--- config.mk ---
export PLATFORM = sky130hd
export DESIGN_NAME = axil_rr_mstr_recorder
export DESIGN_NICKNAME = d
export VERILOG_FILES = /design/src/rtl/axil_rr_mstr_recorder.sv
export SDC_FILE = /design/constraint.sdc
export NUM_CORES = 1
export LEC_CHECK = 0
export ABC_AREA = 0
export CAP_MARGIN = 20
export CORE_MARGIN = 3
export CORE_UTILIZATION = 59
export DETAILED_ROUTE_END_ITERATION = 8
export PLACE_DENSITY = 0.8
export SKIP_LAST_GASP = 1
export SLEW_MARGIN = 20
export SYNTH_ARGS = -nofsm -noshare
export SYNTH_HDL_FRONTEND = slang
export SYNTH_SLANG_ARGS = --single-unit
--- constraint.sdc ---
create_clock -name clk -period 14.7 [get_ports clk]
set_input_delay 4.41 -clock clk [delete_from_list [all_inputs] [get_ports clk]]
set_output_delay 4.41 -clock clk [all_outputs]
set_load 0.01 [all_outputs]
--- src/rtl/axil_rr_mstr_recorder.sv ---
// Inline AXI-Lite record stage: logs every master-side AW/W/AR handshake into a
// FWFT FIFO drained over a valid/ready stream, back-pressuring the link when full.
module axil_rr_mstr_recorder #(
    parameter int DEPTH = 16,
    parameter int CNT_W = 32
) (
    input  logic             clk,
    input  logic             rst,
    input  logic             record_en,
    input  logic [31:0]      m_awaddr,
    input  logic             m_awvalid,
    output logic             m_awready,
    input  logic [31:0]      m_wdata,
    input  logic [3:0]       m_wstrb,
    input  logic             m_wvalid,
    output logic             m_wready,
    input  logic [31:0]      m_araddr,
    input  logic             m_arvalid,
    output logic             m_arready,
    output logic [1:0]       m_bresp,
    output logic             m_bvalid,
    input  logic             m_bready,
    output logic [31:0]      m_rdata,
    output logic [1:0]       m_rresp,
    output logic             m_rvalid,
    input  logic             m_rready,
    output logic [31:0]      s_awaddr,
    output logic             s_awvalid,
    input  logic             s_awready,
    output logic [31:0]      s_wdata,
    output logic [3:0]       s_wstrb,
    output logic             s_wvalid,
    input  logic             s_wready,
    output logic [31:0]      s_araddr,
    output logic             s_arvalid,
    input  logic             s_arready,
    input  logic [1:0]       s_bresp,
    input  logic             s_bvalid,
    output logic             s_bready,
    input  logic [31:0]      s_rdata,
    input  logic [1:0]       s_rresp,
    input  logic             s_rvalid,
    output logic             s_rready,
    output logic [102:0]     log_data,
    output logic             log_valid,
    input  logic             log_ready,
    output logic [CNT_W-1:0] log_count,
    output logic [CNT_W-1:0] stall_cycles
);

    localparam int             AW     = $clog2(DEPTH);
    localparam logic [AW:0]    C_FULL = (AW+1)'(DEPTH);

    logic                r_en_q;
    logic [102:0]        r_mem [DEPTH];
    logic [AW-1:0]       r_wptr;
    logic [AW-1:0]       r_rptr;
    logic [AW:0]         r_count;
    logic [CNT_W-1:0]    r_log_count;
    logic [CNT_W-1:0]    r_stall_cycles;

    logic                w_stall;
    logic                w_hs_aw;
    logic                w_hs_w;
    logic                w_hs_ar;
    logic                w_push;
    logic                w_pop;
    logic [102:0]        w_entry;

    // rst forces stall low so an in-flight valid passes ungated in the reset cycle
    assign w_stall   = ~rst & r_en_q & (r_count == C_FULL);

    assign s_awaddr  = m_awaddr;
    assign s_awvalid = m_awvalid & ~w_stall;
    assign m_awready = s_awready & ~w_stall;
    assign s_wdata   = m_wdata;
    assign s_wstrb   = m_wstrb;
    assign s_wvalid  = m_wvalid & ~w_stall;
    assign m_wready  = s_wready & ~w_stall;
    assign s_araddr  = m_araddr;
    assign s_arvalid = m_arvalid & ~w_stall;
    assign m_arready = s_arready & ~w_stall;

    assign m_bresp   = s_bresp;
    assign m_bvalid  = s_bvalid;
    assign s_bready  = m_bready;
    assign m_rdata   = s_rdata;
    assign m_rresp   = s_rresp;
    assign m_rvalid  = s_rvalid;
    assign s_rready  = m_rready;

    assign w_hs_aw   = m_awvalid & m_awready;
    assign w_hs_w    = m_wvalid & m_wready;
    assign w_hs_ar   = m_arvalid & m_arready;
    assign w_push    = r_en_q & (w_hs_aw | w_hs_w | w_hs_ar);
    assign w_pop     = log_valid & log_ready;

    assign w_entry = {w_hs_aw, w_hs_w, w_hs_ar,
                      w_hs_aw ? m_awaddr : 32'h0,
                      w_hs_w  ? m_wdata  : 32'h0,
                      w_hs_w  ? m_wstrb  : 4'h0,
                      w_hs_ar ? m_araddr : 32'h0};

    assign log_valid    = (r_count != '0);
    assign log_data     = r_mem[r_rptr];
    assign log_count    = r_log_count;
    assign stall_cycles = r_stall_cycles;

    always_ff @(posedge clk) begin
        if (w_push) begin
            r_mem[r_wptr] <= w_entry;
        end
    end

    always_ff @(posedge clk) begin
        if (rst) begin
            r_en_q         <= 1'b0;
            r_wptr         <= '0;
            r_rptr         <= '0;
            r_count        <= '0;
            r_log_count    <= '0;
            r_stall_cycles <= '0;
        end else begin
            r_en_q <= record_en;
            if (w_push) begin
                r_wptr <= r_wptr + AW'(1);
            end
            if (w_pop) begin
                r_rptr <= r_rptr + AW'(1);
            end
            case ({w_push, w_pop})
                2'b10:   r_count <= r_count + (AW+1)'(1);
                2'b01:   r_count <= r_count - (AW+1)'(1);
                default: r_count <= r_count;
            endcase
            if (w_push && (r_log_count != '1)) begin
                r_log_count <= r_log_count + CNT_W'(1);
            end
            if (w_stall && (m_awvalid || m_wvalid || m_arvalid) && (r_stall_cycles != '1)) begin
                r_stall_cycles <= r_stall_cycles + CNT_W'(1);
            end
        end
    end

endmodule

==> results of run 1 <==
## metal layers
metal | share of wire (%) | vias to the layer above | global-route usage (%) | wire length, microns
met3 | 9.3 | 295 | 5.078 | 15020
met5 | 0.0080 | - | 0 | 13
met2 | 52 | 2171 | 46.01 | 83990
met1 | 36 | 17657 | 37.86 | 58660
li1 | - | 13283 | - | -
met4 | 2.6 | 2 | 8.470 | 4245
## flip-flops by register name, indices dropped and copies added, names as in the netlist, named ones only
| register | flops |
|---|---|
| r_mem | 1648 |
| log_count | 32 |
| stall_cycles | 32 |
| r_count | 5 |
| r_rptr | 4 |
| r_wptr | 4 |
| r_en_q | 1 |
## worst max-delay path: cells and delay by family
kind | cells | cell delay (ns)
buffers and inverters | 3 | 1.28
and+or+nand+nor | 3 | 0.72
## layout make-up
type	instances	area [sq um]
Clock inverter	92	747.0
Clock buffer	211	4459
Inverter	13	51.30
Tap cell	1500	1877
Timing Repair Buffer	424	4282
Sequential cell	1730	51140
Multi-Input combinational cell	1016	14830
Fill cell	6505	35570
## cell families after synthesis
logic type | share of synthesized area [%]
adders and majority gates | 0.2039
buffers and inverters | 2.487
muxes | 17.29
DFF | 75.74
AOI/OAI and AO/OA | 1.145
and+or+nand+nor | 2.938
xor gates and xnor gates | 0.1946
## power by group
group	internal [W]	switching [W]
sequential	0.00541	0.0000470
combinational	0.000996	0.000804
clock	0.00232	0.00179
## cells in the final DEF, fill, tap and decap left out, types with 7 or more instances in the layout
master           instances
o21ai_0                 31
a21oi_1                 56
edfxtp_1              1648
nand3_1                 21
clkdlybuf4s50_1        382
nand4_1                 25
nor3_1                  12
o31ai_1                 21
buf_12                  11
buf_4                   28
clkinvlp_4               7
xor2_1                  10
dfxtp_1                 78
and2_1                 107
nand2_1                 33
clkbuf_16              171
clkinv_1                36
clkbuf_1                37
mux4_2                 515
or4_1                   18
nor2_1                  28
clkinv_2                29
bufinv_16               10
nor2b_1                  7
or3_1                   31
inv_6                    7
ha_1                    11
inv_1                   12
nor2_4                  12
## path summary, 6_finish.rpt
kind                                      from                      endpoint  slack, ns  cells past startpoint
hold reg to reg   stall_cycles[6]$_SDFFE_PP0P_  stall_cycles[6]$_SDFFE_PP0P_       0.52                      2
setup / recovery                           rst                     m_arready       3.83                      6
setup reg to reg       r_count[1]$_SDFFE_PP0P_        r_mem[8][58]$_DFFE_PP_      10.03                      6
hold / removal    stall_cycles[6]$_SDFFE_PP0P_  stall_cycles[6]$_SDFFE_PP0P_       0.52                      2
## metrics by stage
stage | total power (W) | utilization, % | hold WS, ns
floorplan | 0.006821 | - | 0.4701
global placement | 0.007294 | 63.87 | 0.4789
detailed placement | 0.007350 | 63.87 | 0.5068
CTS | 0.01144 | 68.47 | 0.5187
global route | 0.01170 | 68.51 | 0.5470
finish | 0.01136 | 68.51 | 0.5185
==> results.md, run 1 <==
* Synth top area cells: edfxtp_1 73%, mux4_2 17%, dfxtp_1 2.4%
* Place WS at slightly below 4 ns
* Cts bufs inserted at around 170
* Worst setup path class: primary input to output port
* Setup_tns at 0 ns
* Final Instance Count excl. Fillers at ~5000
* IO Count at approximately 460
* Die Width at roughly 340 microns
* Maximum root-to-sink buffer count at 3
* Hpwl dp at roughly 76000 microns
* Crit path cell chain: buf_2, buf_4, nor2b_1, nand3_1, and2_1, clkdlybuf4s50_1
* Placed cell area at a little over 0.07 sq mm
* Ys Warns at 0
* Maxcap violations at 0
* Crit path capture type: output port
* Fin Clk Skew at 0.01597 ns
* First-pass GRT wire length at between 200000 and 250000 microns
* RSZ-0062 raised after global routing: false
* Core ar. at 0.1130 sq mm
* Post-CTS Resized at 0
* Post-Synthesis Cells at a little over 3000
* Crit path launch type: primary input
* Post-route clock period utilization at 73.98%
* Ant. Diodes at 0
* Synth top cells by count: 1648 x edfxtp_1, 515 x mux4_2, 140 x buf_4
* Vias per cell at around 6.7
* Top cell type's share of synthesized area at between 70 and 80%
* Worst EP required at a little over 10 ns
* Cell area after synthesis at 0.06751 sq mm
* Row count at between 100 and 150
* Pleak at approximately 24 nW
* Drt first pass iters at 5
* Synth area leader: edfxtp_1
* Number of synthesized register bits at around 1700
* Fin area at 0.07739 sq mm
* Nets at 3512
* Critical Path Fanout Max at 84
* Sequential element share of the synthesized area at around three quarters
* Final Wtd Congestion at 0.8188
* Slew Viols, Final at 0
* H-tree depth at 4
* Tmin final at 10.87 ns
* DR WL/cell at between 30 and 40 microns
* Clock transition at the registers of the reported paths at about 0.060 ns
* Die H at around 340 microns
* Post-CTS Setup Bufs at 0
* Synthesis-to-layout area growth at 14.64%
* GRT overflow at 0
* Starting Density at about 60%
* Worst-Skew Late Latency at between 0.7 and 0.8 ns
* Final worst slack at roughly 3.8 ns
* Ys async rst share at 0%
* Slowest cell delay on critical path at roughly 0.65 ns
* Vias in the first global route at roughly 35000
* GRT Total Usage at 27.59%
* Min-delay worst type: flip-flop to flip-flop
* # clock sinks at between 1500 and 2000
* Fmax at between 90 and 100 MHz
* Netlist cell types at between 50 and 60
* Primary FF master, synth: edfxtp_1
* Most numerous cell in the Yosys netlist: edfxtp_1
* Final setup viols at 0
* Post-synth EDFFs at roughly 1600
* CP Data Arrival Time at between 6 and 7 ns
* Slew Limit Headroom at roughly 23%
* Post-DRT Antenna Nets at 0
* Pwr Density at roughly 150 mW/mm^2
* Inst Count DP at ~4700
* Starting DRT DRC Count at just over 4000
* CTS Root Cell: clkbuf_16
* Slowest CP cell: buf_4
* Layout cells sized above 1 at 23.84%
* Run status: completed
* Net Count, Synth at roughly 3200
* DR vias at approximately 33000
* Post-synthesis area per instance at approximately 22 sq um
* Worst vdd ir at around 0.13 mV
* Pin count of the biggest net entering global routing at between 150 and 200
* Die area at between 0.1 and 0.15 sq mm
* Initial antenna violation count at 2
* Hold-fix buffers at CTS at 0
* CTS tree: yes
* Buffers added on ports at between 300 and 400
* Final Hold Violating Endpoints at 0
* Remaining routing DRC violations at 0
* Final wirelength at between 150000 and 200000 microns
* Least-Margin Pin Slew at about 1.2 ns
(Power assumes the default switching activity.)
==> inputs of run 2 (changes only) <==
==> constraint.sdc (replaced) <==
create_clock -name clk -period 11.3 [get_ports clk]
set_input_delay 3.39 -clock clk [delete_from_list [all_inputs] [get_ports clk]]
set_output_delay 3.39 -clock clk [all_outputs]
set_load 0.01 [all_outputs]
==> results.md, run 2 (synthesis gave the netlist of run 1 again) <==
* Run status: completed (unchanged)
* Vias per cell at 6.647 (was 6.700)
* RSZ-0062 raised after global routing: false (unchanged)
* Die Width at 344.3 microns (unchanged)
* Row count at 123 (unchanged)
* First-pass GRT wire length at 231700 microns (was 235500 microns)
* Initial antenna violation count at 0 (was 2)
* Highest-count cells in the layout ignoring fill and taps: 1648 x edfxtp_1, 515 x mux4_2, 382 x clkdlybuf4s50_1, 170 x clkbuf_16, 107 x and2_1 (was 1648 x edfxtp_1, 515 x mux4_2, 382 x clkdlybuf4s50_1, 171 x clkbuf_16, 107 x and2_1)
* Maxcap violations at 0 (unchanged)
* Hold Path Stages at 2 (unchanged)
* Commonest non-fill, non-tap cell in the layout: edfxtp_1 (unchanged)
* Vias in the first global route at 34469 (was 34695)
* Largest register FFs at 1648 (unchanged)
* FF-to-FF path depth at 6 (unchanged)
* Post-CTS Resized at 0 (unchanged)
* Core ar. at 0.1130 sq mm (unchanged)
* Hold EP: r_count[3]$_SDFFE_PP0P_ (was stall_cycles[6]$_SDFFE_PP0P_)
* Post-DRT Antenna Nets at 0 (unchanged)
* Least-Margin Pin Slew at 1.128 ns (was 1.155 ns)
* Final wirelength at 160000 microns (was 161900 microns)
* Critical Path Fanout Max at 84 (unchanged)
* Die H at 344.3 microns (unchanged)
* Hold-fix buffers at CTS at 0 (unchanged)
* Tmin final at about 8.7 ns
* Grt met2 use at 45.20% (was 46.01%)
* Pin count of the biggest net entering global routing at 117 (was 176)
* Pleak at 23.74 nW (was 23.55 nW)
* IO Count at 464 (unchanged)
* GRT overflow at 0 (unchanged)
* CP Data Arrival Time at 5.35 ns (was 6.46 ns)
* CTS tree: yes (unchanged)
* # clock sinks at 1730 (unchanged)
* Fmax at between 100 and 150 MHz
* Slew Viols, Final at 0 (unchanged)
* Die area at 0.1185 sq mm (unchanged)
* CTS Root Cell: clkbuf_16 (unchanged)
* Layout cells sized above 1 at 24.32% (was 23.84%)
* Busiest grt layer: met2 (unchanged)
* Worst EP required at 7.91 ns (was 10.29 ns)
* Post-layout util at 68.87% (was 68.51%)
* Remaining routing DRC violations at 0 (unchanged)
* Worst setup path class: primary input to output port (unchanged)
* Pwr Density at 192.6 mW/mm^2 (was 146.8 mW/mm^2)
* Post-CTS Setup Bufs at 0 (unchanged)
* Final Wtd Congestion at 0.8153 (was 0.8188)
* R2R setup slack at 7.28 ns (was 10.03 ns)
* Nets at 3527 (was 3512)
* M1 GR Usage at 37.42% (was 37.86%)
* DR WL/cell at 32.01 microns (was 32.48 microns)
* Starting Density at 59.76% (unchanged)
* Setup_tns at 0 ns (unchanged)
* Starting DRT DRC Count at 3894 (was 4156)
* GR Layer Usage met3 at 5.040% (was 5.078%)
* Fillers at 6587 (was 6505)
* Worst-Skew Late Latency at 0.77 ns (about the same)
* Drt first pass iters at 5 (unchanged)
* Buffers added on ports at 383 (unchanged)
* Synthesis-to-layout area growth at 15.24% (was 14.64%)
* H-tree depth at 4 (unchanged)
* Hold_sp: r_count[3]$_SDFFE_PP0P_ (was stall_cycles[6]$_SDFFE_PP0P_)
* R2R Path Start: r_count[1]$_SDFFE_PP0P_ (unchanged)
* Maximum root-to-sink buffer count at 3 (unchanged)
* Cts bufs inserted at 166 (unchanged)
* Final Hold Violating Endpoints at 0 (unchanged)
* Clock transition at the registers of the reported paths at 0.06 ns (about the same)
* Top reg by flops: r_mem (unchanged)
* Critical R2R Capture: r_mem[14][57]$_DFFE_PP_ (was r_mem[8][58]$_DFFE_PP_)
* Post-route clock period utilization at between 70% and 80%
* Fin Clk Skew at 0.02705 ns (was 0.01597 ns)
* DR vias at 33237 (was 33408)
* GRT Total Usage at 27.12% (was 27.59%)
* Crit path launch type: primary input (unchanged)
* Slew Limit Headroom at 24.62% (was 22.97%)
* Crit path capture type: output port (unchanged)
* Worst vdd ir at 0.1717 mV (was 0.1322 mV)
* Hpwl dp at 77590 microns (was 75840 microns)
* Setup crit start: rst (unchanged)
* Min-delay worst type: flip-flop to flip-flop (unchanged)
* Final setup viols at 0 (unchanged)
run 2: cell types whose count changed in the layout (fill, tap and decap cells not counted), sizes merged:
cell / previous run / this run
bufinv: 10 / 19
clkinv: 67 / 71
clkbuf: 211 / 202
clkinvlp: 7 / 2
buf: 42 / 57
diode: 0 / 1
inv: 21 / 20
run 2: final cells by class:
class / count / area (sq um) / share of cell area (%)
repair buffers: 439 / 4459 / 5.732
clock inverters: 99 / 1007 / 1.295
multi-input cells: 1016 / 14840 / 19.08
clock buffers: 202 / 4414 / 5.674
flip-flops and latches: 1730 / 51140 / 65.74
well taps: 1500 / 1877 / 2.412
inverters: 13 / 51.30 / 0.06594
diodes: 1 / 2.502 / 0.003217
run 2: worst max-delay path, cell delays in order:
cell and delay, ns:
buf_2 0.08, buf_4 0.69, nor2b_1 0.20, nand3_1 0.26
and2_1 0.18, clkdlybuf4s50_1 0.54
run 2: worst max-delay path by stage:
stage	end	cells past startpoint
after floorplan	r_mem[7][0]$_DFFE_PP_	4
after global placement	m_awready	6
after detailed placement	s_arvalid	6
after CTS	s_arvalid	6
after global routing	m_awready	6
final	s_arvalid	6
run 2: where the power goes:
| group | switching, W | internal, W | leakage, nW |
|---|---|---|---|
| Combinational | 0.00106 | 0.00131 | 5.30 |
| Clock | 0.00234 | 0.00321 | 2.66 |
| Sequential | 0.0000393 | 0.00703 | 15.8 |
| Total | 0.00343 | 0.0116 | 23.7 |
run 2: per-stage QoR:
stage	setup slack, ns	area, sq um	cells	power, W	hold slack, ns
after floorplan	2.244	67530	3050	0.008870	0.4701
after global placement	2.651	72270	4694	0.009481	0.4786
after detailed placement	2.557	72270	4694	0.009558	0.5103
after CTS	2.560	77690	4995	0.01506	0.5228
after global routing	2.430	77790	4999	0.01544	0.5392
final	2.561	77800	5000	0.01499	0.5223
run 2: metal layers:
metal / vias to the layer above / part of all wire (%)
met5: - / 0
met4: 0 / 2.5
met3: 307 / 9.0
met2: 2041 / 52
met1: 17555 / 37
li1: 13334 / -
